$ cat config.mk
export PLATFORM = sky130hd
export DESIGN_NAME = propose_corner_point_seq
export DESIGN_NICKNAME = d
export VERILOG_FILES = /design/src/rtl/propose_corner_point_seq.sv
export SDC_FILE = /design/constraint.sdc
export NUM_CORES = 2
export LEC_CHECK = 0
export ABC_CLOCK_PERIOD_IN_PS = 34300
export CAP_MARGIN = 5
export CORE_MARGIN = 10
export CORE_UTILIZATION = 45
export CTS_BUF_LIST = sky130_fd_sc_hd__clkbuf_4 sky130_fd_sc_hd__clkbuf_8
export DETAILED_ROUTE_END_ITERATION = 8
export DONT_BUFFER_PORTS = 1
export MAX_ROUTING_LAYER = met4
export PLACE_DENSITY = 0.64
export SLEW_MARGIN = 20
export SYNTH_ARGS = -nofsm -noshare
export SYNTH_HDL_FRONTEND = slang
export SYNTH_SLANG_ARGS = --single-unit
$ cat constraint.sdc
create_clock -name in_clk -period 34.3 [get_ports in_clk]
set_clock_uncertainty 0.2 [all_clocks]
set_input_delay 10.29 -clock in_clk [delete_from_list [all_inputs] [get_ports in_clk]]
set_output_delay 10.29 -clock in_clk [all_outputs]
set_load 0.02 [all_outputs]
$ cat src/rtl/propose_corner_point_seq.sv
// Sequential corner-point proposer: scans a clause store, derives lower/upper bounds
// on one chosen variable and proposes a saturated value from them.
module propose_corner_point_seq #(
    parameter int unsigned MAXIMUM_BIT_WIDTH_OF_COEFFICIENT    = 8,
    parameter int unsigned MAXIMUM_BIT_WIDTH_OF_VARIABLE_INDEX = 2,
    parameter int unsigned MAX_BIT_WIDTH_OF_INTEGER_VARIABLE   = 8,
    parameter int unsigned MAX_BIT_WIDTH_OF_CLAUSES_INDEX      = 3,
    localparam int unsigned CW  = MAXIMUM_BIT_WIDTH_OF_COEFFICIENT,
    localparam int unsigned VIW = MAXIMUM_BIT_WIDTH_OF_VARIABLE_INDEX,
    localparam int unsigned VW  = MAX_BIT_WIDTH_OF_INTEGER_VARIABLE,
    localparam int unsigned CIW = MAX_BIT_WIDTH_OF_CLAUSES_INDEX,
    localparam int unsigned NV  = 1 << VIW,
    localparam int unsigned NC  = 1 << CIW
) (
    input  logic                        in_clk,
    input  logic                        in_reset,
    input  logic                        in_clause_write,
    input  logic [CIW-1:0]              in_clause_index,
    input  logic [(NV+1)*CW-1:0]        in_clause_coefficients,
    input  logic [CIW:0]                in_number_of_clauses,
    input  logic [NC-1:0]               in_reduce_enable,
    input  logic [NV*VW-1:0]            in_assignment_before_move,
    input  logic [VIW-1:0]              in_variable_to_be_unchanced_index,
    input  logic [1:0]                  in_mode,
    input  logic                        in_random_bit,
    input  logic                        in_start,
    input  logic                        out_ready,
    output logic                        out_busy,
    output logic                        out_valid,
    output logic signed [VW-1:0]        new_assignmet_for_the_choosen_variable,
    output logic                        out_no_corner,
    output logic                        out_infeasible,
    output logic                        out_error
);
    localparam int unsigned PW = CW + VW + VIW + 1;

    localparam logic [1:0] S_IDLE  = 2'd0;
    localparam logic [1:0] S_SCAN  = 2'd1;
    localparam logic [1:0] S_DRAIN = 2'd2;
    localparam logic [1:0] S_DONE  = 2'd3;

    localparam logic [1:0] K_NONE = 2'd0;
    localparam logic [1:0] K_UP   = 2'd1;
    localparam logic [1:0] K_LO   = 2'd2;
    localparam logic [1:0] K_ERR  = 2'd3;

    localparam logic signed [CW-1:0] A_POS = CW'(1);
    localparam logic signed [CW-1:0] A_NEG = {CW{1'b1}};
    localparam logic signed [PW:0]   VMAX  = (PW+1)'((2 ** (VW - 1)) - 1);
    localparam logic signed [PW:0]   VMIN  = (PW+1)'(-(2 ** (VW - 1)));

    logic [1:0]              state, state_next;
    logic [CIW-1:0]          scan_idx;
    logic                    drain_cnt;
    logic [NV*VW-1:0]        x_q;
    logic [VIW-1:0]          v_q;
    logic [1:0]              mode_q;
    logic                    rnd_q;
    logic [CIW:0]            n_q;
    logic [NC-1:0]           mask_q;
    logic [(NV+1)*CW-1:0]    store [NC];
    logic [CIW:0]            n_eff;

    logic [(NV+1)*CW-1:0]    clause;
    logic signed [CW-1:0]    a_v;
    logic signed [PW-1:0]    c_sum, bound_c;
    logic [1:0]              kind;

    logic                    s1_valid;
    logic [1:0]              s1_kind;
    logic signed [PW-1:0]    s1_bound;
    logic signed [PW-1:0]    lo_q, hi_q;
    logic                    lo_ex, hi_ex;

    logic signed [PW:0]      lh_sum, sel;
    logic                    upper_first, sel_nc, sel_inf;
    logic signed [VW-1:0]    sel_sat, x_v;

    // Requests beyond the store depth scan the whole store.
    assign n_eff = (in_number_of_clauses > (CIW+1)'(NC)) ? (CIW+1)'(NC) : in_number_of_clauses;

    always_comb begin
        state_next = state;
        case (state)
            S_IDLE:  if (in_start) state_next = (n_eff == '0) ? S_DRAIN : S_SCAN;
            S_SCAN:  if ({1'b0, scan_idx} == n_q - (CIW+1)'(1)) state_next = S_DRAIN;
            S_DRAIN: if (drain_cnt) state_next = S_DONE;
            S_DONE:  if (out_valid && out_ready) state_next = S_IDLE;
            default: state_next = S_IDLE;
        endcase
    end

    // Residual c of the current clause and its bound classification.
    always_comb begin
        clause  = store[scan_idx];
        a_v     = clause[32'(v_q)*CW +: CW];
        c_sum   = PW'($signed(clause[NV*CW +: CW]));
        for (int k = 0; k < NV; k++) begin
            if (k != int'(v_q))
                c_sum = c_sum + PW'($signed(clause[k*CW +: CW])) * PW'($signed(x_q[k*VW +: VW]));
        end
        kind    = K_NONE;
        bound_c = c_sum;
        if (mask_q[scan_idx] && a_v != '0) begin
            if (a_v == A_POS) begin
                kind    = K_UP;
                bound_c = -c_sum;
            end else if (a_v == A_NEG) begin
                kind    = K_LO;
            end else begin
                kind    = K_ERR;
            end
        end
    end

    // Corner selection from the accumulated bounds, then saturation to VW.
    always_comb begin
        sel         = '0;
        sel_nc      = 1'b0;
        lh_sum      = (PW+1)'(lo_q) + (PW+1)'(hi_q);
        upper_first = (mode_q == 2'd1) || (mode_q == 2'd2 && rnd_q);
        x_v         = x_q[32'(v_q)*VW +: VW];
        sel_inf     = lo_ex && hi_ex && (lo_q > hi_q);
        if (!lo_ex && !hi_ex) begin
            sel    = (PW+1)'(x_v);
            sel_nc = 1'b1;
        end else if (lo_ex && hi_ex) begin
            if (mode_q == 2'd3) sel = lh_sum >>> 1;
            else                sel = upper_first ? (PW+1)'(hi_q) : (PW+1)'(lo_q);
        end else begin
            sel = lo_ex ? (PW+1)'(lo_q) : (PW+1)'(hi_q);
        end
        sel_sat = VW'(sel);
        if (sel > VMAX)      sel_sat = VW'(VMAX);
        else if (sel < VMIN) sel_sat = VW'(VMIN);
    end

    always_ff @(posedge in_clk) begin
        if (in_reset) begin
            state          <= S_IDLE;
            scan_idx       <= '0;
            drain_cnt      <= 1'b0;
            x_q            <= '0;
            v_q            <= '0;
            mode_q         <= '0;
            rnd_q          <= 1'b0;
            n_q            <= '0;
            mask_q         <= '0;
            s1_valid       <= 1'b0;
            s1_kind        <= K_NONE;
            s1_bound       <= '0;
            lo_q           <= '0;
            hi_q           <= '0;
            lo_ex          <= 1'b0;
            hi_ex          <= 1'b0;
            out_busy       <= 1'b0;
            out_valid      <= 1'b0;
            out_no_corner  <= 1'b0;
            out_infeasible <= 1'b0;
            out_error      <= 1'b0;
            new_assignmet_for_the_choosen_variable <= '0;
            for (int i = 0; i < NC; i++) store[i] <= '0;
        end else begin
            state    <= state_next;
            out_busy <= (state_next != S_IDLE);

            if (state == S_IDLE && in_clause_write)
                store[in_clause_index] <= in_clause_coefficients;

            if (state == S_IDLE && in_start) begin
                x_q       <= in_assignment_before_move;
                v_q       <= in_variable_to_be_unchanced_index;
                mode_q    <= in_mode;
                rnd_q     <= in_random_bit;
                n_q       <= n_eff;
                mask_q    <= in_reduce_enable;
                scan_idx  <= '0;
                drain_cnt <= 1'b0;
                lo_q      <= '0;
                hi_q      <= '0;
                lo_ex     <= 1'b0;
                hi_ex     <= 1'b0;
            end

            if (state == S_SCAN)  scan_idx  <= scan_idx + CIW'(1);
            if (state == S_DRAIN) drain_cnt <= ~drain_cnt;

            s1_valid <= (state == S_SCAN);
            s1_kind  <= kind;
            s1_bound <= bound_c;

            if (s1_valid) begin
                if (s1_kind == K_UP && (!hi_ex || s1_bound < hi_q)) begin
                    hi_q  <= s1_bound;
                    hi_ex <= 1'b1;
                end
                if (s1_kind == K_LO && (!lo_ex || s1_bound > lo_q)) begin
                    lo_q  <= s1_bound;
                    lo_ex <= 1'b1;
                end
                if (s1_kind == K_ERR) out_error <= 1'b1;
            end

            // Result is captured once on the first DONE cycle and held until accepted.
            if (state == S_DONE && !out_valid) begin
                out_valid      <= 1'b1;
                out_no_corner  <= sel_nc;
                out_infeasible <= sel_inf;
                new_assignmet_for_the_choosen_variable <= sel_sat;
            end else if (state == S_DONE && out_ready) begin
                out_valid <= 1'b0;
            end
        end
    end
endmodule

# Word level (Yosys, flattened, before mapping)
# Memory sizes are Yosys's and may differ from the RTL's. A register that Yosys moved wholly into a read port is not among the register bits.
# Cells that the tools add are included.
# W data, S select, Z words.
# totals
register_bits	130
ramBits	320
in_bits	97
output_inout_bits	13
word_cells	145
mem_count	1
# op_classes
add_sub_neg	8
n_mul	4
order_cmp	7
eq_ne	15
shifts	2
muxes	53
n_bitwise	2
reduce_logical	30
# memory_table
memory	words	word_bits	rd	rd_clocked_by_memory_dff	write_ports	line_no	source
store	8	40	1	1	8	61	logic [(NV+1)*CW-1:0] store [NC];
# ops
op	n
$mux W19	12
$mux W20	5
$mul A8 B8 Y16	4
$add A19 B16 Y19	3
$mux W40	1
$reduce_or A40 Y1	1
$shiftx A40 B6 Y8	1
$gt A19 B19 Y1	2
$shiftx A32 B6 Y8	1
$add A19 B19 Y20	1
$gt A20 B8 Y1 const B	1
$lt A20 B8 Y1 const B	1
$mux W1	20
$lt A19 B19 Y1	1
$neg A19 Y19	1
$add A8 B16 Y17	1
$mux W8	2
$mux W3	5
$eq A2 B2 Y1 const B	6
$logic_and A1 B1 Y1	12
$mux W2	5
$reduce_bool A2 Y1	5
$eq A8 B1 Y1 const B	1
$eq A8 B2 Y1 const B	1
other kinds (20)	28

# Logic depth before layout (Yosys ltp)
# logic_depth
word_depth	12
ltp_mapped	67
ltp_nobuf	63

# Worst setup path before layout
# OpenSTA, ideal clock, no wires.
# synth_path
path_kind	flip-flop to flip-flop
start	reg with a tool-made name
end	reg s1_bound[18]
setup_ns	0.123
arrival_time_ns	17.565
required_ns	33.977
slack_ns	16.411
path_stages_with_launch	63
path_buffers	5
synth_period_minus_slack_ns	17.889
cell_sequence	dfxtp_1 -> clkbuf_1 -> buf_4 -> buf_4 -> buf_1 -> mux2_2 -> and2_1 -> fa_1 -> inv_1 -> fa_1 -> inv_1 -> fa_1 -> fa_1 -> fa_1 -> ha_1 -> o21a_1 -> o31a_1 -> or4_1 -> [... 27 more ...] -> or2_1 -> o2111ai_1 -> a21boi_1 -> fa_1 -> fa_1 -> fa_1 -> inv_1 -> fa_1 -> ha_1 -> ha_1 -> and3_1 -> a221oi_1 -> xor2_1 -> o211ai_1 -> and4b_1 -> a41oi_2 -> xnor2_1 -> mux2_1
# synth_rtl
element	line_no	source
end signal: assignment	190	s1_bound <= bound_c;
end: declaration	71	logic signed [PW-1:0] s1_bound;

==> results.txt <==
Peak supply drop -> 0.0812 mV
Synth area leaders -> edfxtp_1 26%, fa_1 17%, ha_1 8.3%, dfxtp_1 7.2%, and2_1 6.0%
Pwr Density -> 76.0 nW/um^2
register area share after synthesis -> 0.331
compound-gate portion of the synthesized area -> 0.0798
first-pass GRT wire length -> 158000 um
vias in the first global route -> 26900
setup bufs post-CTS -> 0
Synth cell types -> 82
Max Root-Sink Buffers -> 3
Syn Nets -> 4164
share of cells above drive strength 1 -> 0.0983
Avg Inst Size Synth -> 10.6 sq um
Final period util -> 0.573
Place WS -> 14.54 ns
Nets -> 4139
mux contribution to synthesized area -> 0.0848
relative slew slack -> 0.267
Die Y -> 307 um
post-synthesis simple-gate area fraction -> 0.170
die width -> 307 um
Placer Congestion -> 0.909
Ports -> 110
# rows -> 105
crit path DAT -> 20.01 ns
synthesized area -> 37100 sq um
Via density -> 5.57
Die Area -> 94200 sq um
Finished Core Util -> 0.487
most numerous cell on the critical path -> fa_1
final WL -> 100000 um
leakage power -> 16.5 nW
Initial DRC Count -> 1841
clk_lat worst skew -> 0.72 ns
Final min period -> 19.66 ns
cts-stage hold buffer count -> 0
Clock Pin Slew Worst Setup and Hold Paths -> 0.06 ns
CP max-delay cell -> dfxtp_4
Async S/R FF share, synth -> 0
total power draw -> 3.03 mW
Post-Synth Adder-Cell Area -> 0.255
CTS tree -> yes
RSZ-0062 raised after global routing -> no
IO Port Bufs -> 0
clock sinks -> 453
synthesis-stage register bit count -> 453
final setup vio count -> 0
YS warnings -> 0
Worst-Margin Slew -> 1.10 ns
largest family of logic cells by synthesized area -> adder cells
First-pass DRT Iterations -> 5
core area -> 81800 sq um
critical path capture point type -> flop
slowest stage delay, CP -> 0.95 ns
fin. max-slew vios -> 0
largest net degree at the start of global routing -> 147
Placed Instance Area -> 38200 sq um
initial antenna violation count -> 3
Synth top area share -> 0.259
CTS Root Buffer Type -> clkbuf_8
H-tree depth -> 3
gr ovfl total -> 0
DRC -> 0
EDFF count, synth -> 320
Post-DP HPWL -> 72400 um
Hold Vio Cnt, Final -> 0
area leader, netlist -> edfxtp_1
Post-DRT Antenna Nets -> 0
Resize count post-CTS -> 0
Critical Path Start Type -> flop
Post-Route Setup TNS -> 0 ns
fmax -> 0.0509 GHz
GRT busiest layer -> met2
DP Cell Count -> 4465
number of CTS-inserted buffers -> 81
Starting Density -> 0.453
Crit path required time -> 34.65 ns
worst hold path class -> flop to flop
Post-Layout Cell Count -> 4611
routed length per placed instance -> 21.8 um
met3 Use GR -> 0.0344
minimum hold slack -> 0.250 ns
R2R setup slack -> 14.64 ns
maxcap violations -> 0
Layout area overhead -> 7.50%
met2 Use GR -> 0.365
Vias -> 25700
status -> finished, final reports clean
Mapped Cells -> 3503
GRT Util Overall -> 0.222
grt met1 use -> 0.285
Design Area, Final -> 39800 sq um
Final WS setup -> 14.64 ns
Post-synth top flop -> edfxtp_1
Max FO, Critical Path -> 45
WS Path Type -> flop to flop
Post-Synth XOR/XNOR Area -> 0.0215
layer usage:
metal | routed length [um] | vias to the layer above
met3 | 6290 | 149
li1 | - | 11800
met2 | 48600 | 755
met5 | 0 | -
met1 | 43400 | 13000
met4 | 2110 | 0
kinds of logic (layout without fill, tap and decap cells):
| family | after synthesis | in the layout |
|---|---|---|
| AOI/OAI and AO/OA | 465 | 465 |
| DFF | 453 | 453 |
| buffers and inverters | 551 | 588 |
| other | 0 | 1 |
| muxes | 187 | 187 |
| xor gates and xnor gates | 91 | 91 |
| and+or+nand+nor | 1192 | 1192 |
| adders and majority gates | 564 | 564 |
registers in the layout, summed over array words and instances (netlist names), named ones only:
| name | cells |
|---|---|
| drain_cnt | 1 |
| hi_ex | 1 |
| hi_q | 19 |
| lo_ex | 1 |
| lo_q | 19 |
| mask_q | 8 |
| mode_q | 2 |
| n_q | 4 |
| new_assignmet_for_the_choosen_variable | 8 |
| out_busy | 1 |
| out_error | 1 |
| out_infeasible | 1 |
| out_no_corner | 1 |
| out_valid | 1 |
| rnd_q | 1 |
| s1_bound | 19 |
| s1_kind | 2 |
| s1_valid | 1 |
| scan_idx | 3 |
| state | 2 |
| store | 320 |
| v_q | 2 |
| x_q | 32 |
cell usage after synthesis (all sizes together) (6+ instances only):
master / count
nand4: 16
mux2i: 77
o21a: 18
xnor2: 59
or4: 7
a211oi: 15
nand2b: 75
nand3: 43
mux2: 15
o21ai: 70
and3: 12
buf: 32
nor3: 26
nor2: 182
fa: 318
o2111ai: 7
nand3b: 6
clkbuf: 120
xor2: 32
nor4: 13
and2: 354
or2: 20
nand2: 264
a21o: 25
edfxtp: 320
o32ai: 7
a22oi: 11
a211o: 6
a21oi: 173
or3: 22
inv: 398
o211ai: 33
o21bai: 9
a31oi: 17
o31ai: 12
dfxtp: 133
mux4: 95
o22ai: 12
ha: 246
nor2b: 143
area by class of cell:
type | instances | area, sq um
diodes | 1 | 2.50
clock buffers | 109 | 1380
clock inverters | 36 | 274
fillers | 7502 | 42000
inverters | 399 | 1500
multi-input cells | 2499 | 22700
flip-flops and latches | 453 | 12300
well taps | 1070 | 1340
repair buffers | 44 | 330
path summary, 6_finish.rpt:
path	startpoint	endpoint	cells past startpoint
setup / recovery	flop	s1_bound[18]	59
hold / removal	mask_q[1]	mask_q[1]	2
setup reg to reg	flop	s1_bound[18]	59
hold reg to reg	mask_q[1]	mask_q[1]	2
report_power, final:
part           internal, mW  leakage, nW  switching (mW)
clock                 0.280        0.871           0.246
combinational         0.762         11.2            1.09
sequential            0.619         4.41          0.0348
placed cells by master, fill, tap and decap left out, drive strengths merged, types with 43 or more instances in the layout:
cell type  count
inv          403
and2         354
edfxtp       320
fa           318
nand2        264
ha           246
nor2         182
a21oi        173
nor2b        143
dfxtp        133
clkbuf       109
mux4          95
mux2i         77
nand2b        75
o21ai         70
xnor2         59
buf           44
nand3         43
worst max-delay path, delay by kind of cell, from the launching register on:
family                   cells  cell delay (ns)
XOR/XNOR                     4             0.61
adder cells (fa/ha/maj)     24            10.71
flip-flops                   1             0.95
AND/OR/NAND/NOR              9             1.98
AO/OA/AOI/OAI               13             2.65
multiplexers                 3             1.28
buffers and inverters        6             1.06
Power figures use the tool's default switching activity.
